===== config.mk =====
export PLATFORM = sky130hd
export DESIGN_NAME = clock_timebase_flat
export DESIGN_NICKNAME = d
export VERILOG_FILES = /design/src/rtl/clock_timebase_if.sv /design/src/rtl/clock_timebase.sv /design/src/flat_wrapper.sv
export SDC_FILE = /design/constraint.sdc
export NUM_CORES = 1
export LEC_CHECK = 0
export CAP_MARGIN = 20
export CORE_MARGIN = 2
export CORE_UTILIZATION = 51
export CTS_CLUSTER_DIAMETER = 40
export DETAILED_ROUTE_END_ITERATION = 12
export PLACE_DENSITY = 0.86
export SETUP_SLACK_MARGIN = 0.3
export SLEW_MARGIN = 0
export SYNTH_ARGS = -nofsm -noshare
export SYNTH_HDL_FRONTEND = slang
export SYNTH_SLANG_ARGS = --single-unit

===== constraint.sdc =====
create_clock -name CP -period 2.3 [get_ports CP]
set_input_delay 0.345 -clock CP [delete_from_list [all_inputs] [get_ports CP]]
set_output_delay 0.345 -clock CP [all_outputs]
set_load 0.02 [all_outputs]

===== src/rtl/clock_timebase_if.sv =====
// clock_timebase_if: run/adjust controls and registered time outputs of the timebase.
interface clock_timebase_if;
    logic       EN;
    logic       Adj_Min;
    logic       Adj_Hour;
    logic [7:0] Second;
    logic [7:0] Minute;
    logic [7:0] Hour_BCD;
    logic [4:0] Hour;
    logic       CP_Second;
    logic       CP_Hour;
    modport master (
        output EN, Adj_Min, Adj_Hour,
        input  Second, Minute, Hour_BCD, Hour, CP_Second, CP_Hour
    );
    modport slave (
        input  EN, Adj_Min, Adj_Hour,
        output Second, Minute, Hour_BCD, Hour, CP_Second, CP_Hour
    );
endinterface


===== src/rtl/clock_timebase.sv =====
// clock_timebase: one-second prescaler plus BCD/binary HH:MM:SS counters with set inputs.
module clock_timebase #(
    parameter int CLK_HZ = 100_000_000
) (
    input logic             CP,
    input logic             CR,
    clock_timebase_if.slave bus
);
    localparam int W = $clog2(CLK_HZ);
    logic [W-1:0] presc;
    logic adj_min_q, adj_hour_q;
    logic min_edge, hour_edge, adj, tc, tick, sec_wrap, min_wrap, min_step, hour_step;
    function automatic logic [7:0] inc_bcd(input logic [7:0] v, input logic [7:0] last);
        return v == last ? 8'h00 :
               v[3:0] == 4'd9 ? {v[7:4] + 4'd1, 4'd0} : {v[7:4], v[3:0] + 4'd1};
    endfunction
    assign min_edge  = bus.Adj_Min & ~adj_min_q;
    assign hour_edge = bus.Adj_Hour & ~adj_hour_q;
    assign adj       = min_edge | hour_edge;
    assign tc        = presc == W'(CLK_HZ - 1);
    // an adjust edge on terminal count wins; the prescaler parks so the tick fires next cycle
    assign tick      = bus.EN & tc & ~adj;
    assign sec_wrap  = bus.Second == 8'h59;
    assign min_wrap  = bus.Minute == 8'h59;
    assign min_step  = tick ? sec_wrap : min_edge;
    assign hour_step = tick ? sec_wrap & min_wrap : hour_edge;
    always_ff @(posedge CP or posedge CR) begin
        if (CR) begin
            presc         <= '0;
            adj_min_q     <= 1'b0;
            adj_hour_q    <= 1'b0;
            bus.Second    <= 8'h00;
            bus.Minute    <= 8'h00;
            bus.Hour_BCD  <= 8'h00;
            bus.Hour      <= 5'd0;
            bus.CP_Second <= 1'b0;
            bus.CP_Hour   <= 1'b0;
        end else begin
            adj_min_q     <= bus.Adj_Min;
            adj_hour_q    <= bus.Adj_Hour;
            bus.CP_Second <= tick;
            bus.CP_Hour   <= tick & sec_wrap & min_wrap;
            if (bus.EN && !(tc && adj)) presc <= tc ? '0 : presc + W'(1);
            if (tick) bus.Second <= inc_bcd(bus.Second, 8'h59);
            if (min_step) bus.Minute <= inc_bcd(bus.Minute, 8'h59);
            if (hour_step) begin
                bus.Hour_BCD <= inc_bcd(bus.Hour_BCD, 8'h23);
                bus.Hour     <= bus.Hour == 5'd23 ? 5'd0 : bus.Hour + 5'd1;
            end
        end
    end
endmodule


===== src/flat_wrapper.sv =====
// flat-port wrapper written by rule: the top's interface ports become plain ports
module clock_timebase_flat 
#(
    parameter int CLK_HZ = 100_000_000
)
  (CP, CR, bus_EN, bus_Adj_Min, bus_Adj_Hour, bus_Second, bus_Minute, bus_Hour_BCD, bus_Hour, bus_CP_Second, bus_CP_Hour);
  clock_timebase_if bus_i ();
  input logic CP;
  input logic CR;
  input wire logic [$bits(bus_i.EN)-1:0] bus_EN;
  input wire logic [$bits(bus_i.Adj_Min)-1:0] bus_Adj_Min;
  input wire logic [$bits(bus_i.Adj_Hour)-1:0] bus_Adj_Hour;
  output wire logic [$bits(bus_i.Second)-1:0] bus_Second;
  output wire logic [$bits(bus_i.Minute)-1:0] bus_Minute;
  output wire logic [$bits(bus_i.Hour_BCD)-1:0] bus_Hour_BCD;
  output wire logic [$bits(bus_i.Hour)-1:0] bus_Hour;
  output wire logic [$bits(bus_i.CP_Second)-1:0] bus_CP_Second;
  output wire logic [$bits(bus_i.CP_Hour)-1:0] bus_CP_Hour;
  assign bus_i.EN = bus_EN;
  assign bus_i.Adj_Min = bus_Adj_Min;
  assign bus_i.Adj_Hour = bus_Adj_Hour;
  assign bus_Second = bus_i.Second;
  assign bus_Minute = bus_i.Minute;
  assign bus_Hour_BCD = bus_i.Hour_BCD;
  assign bus_Hour = bus_i.Hour;
  assign bus_CP_Second = bus_i.CP_Second;
  assign bus_CP_Hour = bus_i.CP_Hour;
  clock_timebase #(.CLK_HZ(CLK_HZ)) u_core (.CP(CP), .CR(CR), .bus(bus_i));
endmodule

**Yosys cells after proc, flatten, opt, wreduce, memory -nomap -nowiden**

Index checks and enable logic that the tools add are counted.

- Output and inout bits: 31
- ROM bits: 0
- Flip-flop bits (word level): 60
- RAM bits: 0
- Input bits: 5
- Memories kept: 0
- Bits in latches: 0
- Word-level logic and storage cells: 58

- $mul: 0
- Muxes and demuxes: 10
- Order comparisons: 0
- Add/subtract/negate cells: 8
- Reduce and logical (&&, ||, !) cells: 9
- Shift operators: 0
- Bitwise gates (word level): 11
- Div/mod/pow operators: 0
- Equal/unequal tests: 8

Operators by type and width:

| kind | count |
|---|---|
| 2-to-1 mux 8 bit | 6 |
| adder 27 x 1 -> 27 bit, second input constant | 1 |
| == test 27 bit, second input constant | 1 |
| 2-to-1 mux 27 bit | 1 |
| adder 4 x 1 -> 4 bit, second input constant | 6 |
| == test 8 x 7 -> 1 bit, second input constant | 2 |
| == test 4 bit, second input constant | 3 |
| == test 8 x 6 -> 1 bit, second input constant | 1 |
| bitwise AND 1 bit | 7 |
| AND reduction 2 bit | 3 |
| nonzero test 2 bit | 3 |
| adder 5 x 1 -> 5 bit, second input constant | 1 |
| == test 5 bit, second input constant | 1 |
| 2-to-1 mux 5 bit | 1 |
| NOT 1 bit | 3 |
| logical AND 1 bit | 2 |
| 2-to-1 mux 1 bit | 2 |
| logical NOT 1 bit | 1 |
| bitwise OR 1 bit | 1 |

**Depth between registers and ports, before layout**

- Depth after elaboration: 7
- Mapped depth: 7
- Gate-level depth less buffers: 7

**Least setup slack after synthesis**

No wires, ideal clock.

- Path kind: register to register
- Start point: register u_core.presc[8]
- End point: register u_core.bus.Minute[0]
- Data arrival time: 2.135 ns
- Period minus slack after synthesis: 2.263 ns
- Buffers on the path: 0
- Stages on the path, launching flop included: 6
- Slack: 0.037 ns
- Library setup time: 0.128 ns
- Required time: 2.172 ns
- Cells stage by stage: dfrtp_1 or4b_4 or3_4 nor4_4 a21oi_2 mux2_1

- Word-level cells in the longest chain between the ends: 4

RTL lines:

| item | line | source |
|---|---|---|
| start: declaration | clock_timebase.sv:10 | `logic [W-1:0] presc;` |
| start signal: assignment | clock_timebase.sv:43 | `if (bus.EN && !(tc && adj)) presc <= tc ? '0 : presc + W'(1);` |
| == test 27 bit | clock_timebase.sv:20 | `assign tc = presc == W'(CLK_HZ - 1);` |
| bitwise AND 1 bit (2 in series) | clock_timebase.sv:22 | `assign tick = bus.EN & tc & ~adj;` |
| 2-to-1 mux 1 bit | clock_timebase.sv:25 | `assign min_step = tick ? sec_wrap : min_edge;` |
| end signal: assignment | clock_timebase.sv:45 | `if (min_step) bus.Minute <= inc_bcd(bus.Minute, 8'h59);` |
| end: declaration | clock_timebase_if.sv:18 | `output Second, Minute, Hour_BCD, Hour, CP_Second, CP_Hour` |

No other way between the ends.
A chain may end at the register's enable or synchronous reset.

**Worst setup path after layout**

- Start point: register u_core.presc[8]
- End point: register u_core.bus.Minute[2]

Same word-level chain as after synthesis.

==> reports/qor.yml <==
grt:
  grt_pass1_wl_um: 15800
  first_global_vias: 3248
  overflow: 0
  grt_usage: 0.284
  antenna_found_initial: 0
  grt_max_degree: 38
critical_path:
  arrival_ns: 2.56
  worstSetupPathType: "reg -> reg"
  cp-endpoint: "u_core.bus.Minute[2]"
  r2r_slack_ns: -0.02
  worstRegToRegCells: 7
  slowest_delay_ns: 0.57
  crit_fanout: 5
  critPathLaunchType: "flop"
  crit_buf_inv: 2
  slowest_stage: "or4b_4"
  worst_path_dominant_cell_family: "simple AND/OR/NAND/NOR gates"
  startpoint: "u_core.presc[8]"
  cp-end-kind: "flop"
  path_cells: "or4b_4 > buf_4 > nor3_4 > nand4_1 > buf_6 > a21boi_2 > mux2_4"
  cp_num_cells: 7
  crit_required_ns: 2.54
  r2r_start: "u_core.presc[8]"
  worstReg2RegEnd: "u_core.bus.Minute[2]"
outcome:
  violations: "setup timing"
  outcome: "finished, violations left"
clocking:
  clock_sinks: 60
  cts.htree.levels: 3
  root_buffer: "clkbuf_8"
  clkLatencyLatePin_ns: 0.35
  clockBufferDepth: 2
  cts_tree: "done"
  numCtsBuffers: 9
  cts_hold_buf: 0
  clk_pin_slew_ns: 0.08
synthesis:
  synth-simple-area-share: 0.246
  yosysTopAreaCell: "dfrtp_1"
  synthAdderAreaFrac: 0.0534
  ys_warn_count: 0
  synth_area_sq_um: 3280
  yosys-top-cells-count: "dfrtp_1, nor2_1, nand2_1, nand3_1, o21ai_0"
  synth-main-ff-cell: "dfrtp_1"
  synth-async-reset-ratio: 1.00
  avgSynthCellArea_sq_um: 9.77
  synth-compound-area-share: 0.119
  synth_xor_area_frac: 0.0534
  seq_area_frac_synth: 0.457
  synth.area.top_cells: "dfrtp_1, ha_1, nor2_1, mux2_2, nand3_1"
  ys_types: 51
  synth_seq_cells: 60
  synth_edf_count: 0
  synth.most_common_cell: "dfrtp_1"
  synth_nets: 355
  synth_top_family_by_area: "simple AND/OR/NAND/NOR gates"
  synth_top_cell_area_share: 0.457
  synthMuxAreaShare: 0.0503
  synthCells: 336
route:
  dr_wl_met2_um: 5500
  drt-total-wl_um: 11100
  via_count: 3385
  route.top_layer_used: "met4"
  drt_pass1_iterations: 9
  route.detailed.wl_per_inst_um: 21.3
  viasPerCell: 6.48
  ant_nets: 0
  drcViolationCount: 0
  drtIter0Drc: 330
  met3_length_um: 716
  wl_met1_um: 4320
layout:
  multi_input_area_sq_um: 2110
  nFillCells: 368
  seqCellArea_sq_um: 1510
  drive_gt1_frac: 0.357
  nNetsFinal: 459
  instances_no_fill: 522
  syn_to_final_growth_pct: 48.3
  n_antenna_cell: 0
place:
  io_buffers: 35
  gp_congestion: 0.885
  placed_cells: 480
  dp_hpwl_um: 5890
power_and_ir_drop:
  p_total_mw: 4.12
  powerDensity_nw_per_um2: 847
  vdd_drop_max_uv: 824
  p_leak_nw: 2.07
floorplan:
  initial_utilization: 0.523
  num_io_pins: 36
  core.rowCount: 29
  dieWidth_um: 84.2
  die_area_sq_um: 7100
  dieHeight_um: 84.2
  coreArea_sq_um: 6280
timing:
  finalClockSkew_ns: 0.0118
  final-setup-viol-count: 1
  post-route-min-period_ns: 2.32
  worst_slew_pin_slew_ns: 0.679
  hold_viol_final: 0
  final.setup.worst_slack_ns: -0.0201
  slew_viol_final: 0
  holdWs_ns: 0.385
  period_share: 1.01
  slew_headroom: 0.545
  fmax_mhz: 431
  rsz0062_at_grt: "yes"
job:
  maxCapViolations: 0
worst_hold_path:
  hp-class: "in -> async"
-- timing repair --
action,4_1_cts,5_1_grt
setup endpoints to repair,51,51
resized for setup,67,30
gates cloned,1,0
setup buffers,18,7
pin swaps,35,23
-- sequential cells by signal, indices dropped and copies added, names as in the netlist --
signal / cells
u_core.bus.Hour_BCD: 8
u_core.bus.CP_Second: 1
u_core.bus.Second: 8
u_core.adj_hour_q: 1
u_core.presc: 27
u_core.bus.CP_Hour: 1
u_core.bus.Hour: 5
u_core.bus.Minute: 8
u_core.adj_min_q: 1
-- area by class of cell --
cell class / count / area share
inverters: 13 / 0.0100
flip-flops and latches: 60 / 0.310
clock inverters: 4 / 0.00977
repair buffers: 98 / 0.186
clock buffers: 12 / 0.0319
well taps: 77 / 0.0198
multi-input cells: 258 / 0.433
-- layout by cell type, fill, tap and decap left out, types with 4 or more instances in the layout --
cell / count
clkbuf_8: 11
nor2_4: 9
and3_1: 4
o21ai_1: 4
mux2_2: 7
nor2_1: 27
buf_6: 10
nand3b_1: 6
dfrtp_2: 5
nor3_1: 6
nand3_1: 19
clkdlybuf4s50_1: 35
a21oi_2: 5
buf_4: 50
xnor2_1: 8
nand2b_1: 4
inv_1: 10
o21ai_0: 7
a21oi_1: 7
nand3_2: 4
nand4_1: 10
a21o_1: 4
mux2_4: 5
nand2_1: 27
ha_1: 10
o31ai_4: 4
dfrtp_1: 55
xor2_1: 11
-- where the power goes --
part	leakage, nW	switching (mW)	internal [mW]
Clock	0.102	0.449	0.556
Combinational	1.21	0.748	0.767
Sequential	0.757	0.324	1.28
-- worst min path at each step --
stage | cells after the start | to | slack [ns] | startpoint
6_report | 2 | u_core.bus.Hour_BCD[2] | 0.39 | CR
5_1_grt | 2 | u_core.bus.Hour_BCD[1] | 0.44 | CR
4_1_cts | 2 | u_core.bus.Hour_BCD[0] | 0.37 | CR
3_5_place_dp | 1 | u_core.presc[25] | 0.49 | u_core.presc[25]
3_3_place_gp | 1 | u_core.presc[25] | 0.49 | u_core.presc[25]
2_1_floorplan | 0 | u_core.adj_hour_q | 0.38 | bus_Adj_Hour
-- cell families (layout without fill, tap and decap cells) --
family	after synthesis	after routing
adders and majority gates	14	14
DFF	60	60
AOI/OAI and AO/OA	57	57
xor gates and xnor gates	20	20
and+or+nand+nor	152	152
muxes	15	15
buffers and inverters	18	127
-- per-layer routing --
metal  global-route usage  up-vias
met5                    0        -
met4                0.123        0
met3               0.0423       72
met2                0.485      225
met1                0.359     1660
li1                     -     1428
-- metrics by stage --
step | setup TNS, ns | setup WS (ns) | util | instance area [sq um]
after CTS | 0 | 0.134 | 0.744 | 4670
after global routing | -0.442 | -0.0612 | 0.776 | 4870
after detailed placement | -0.0324 | -0.0217 | 0.645 | 4050
after global placement | 0 | 0.0504 | 0.645 | 4050
final | -0.0201 | -0.0201 | 0.776 | 4870
after floorplan | 0 | 0.0549 | - | 3330
(Power assumes the default switching activity.)
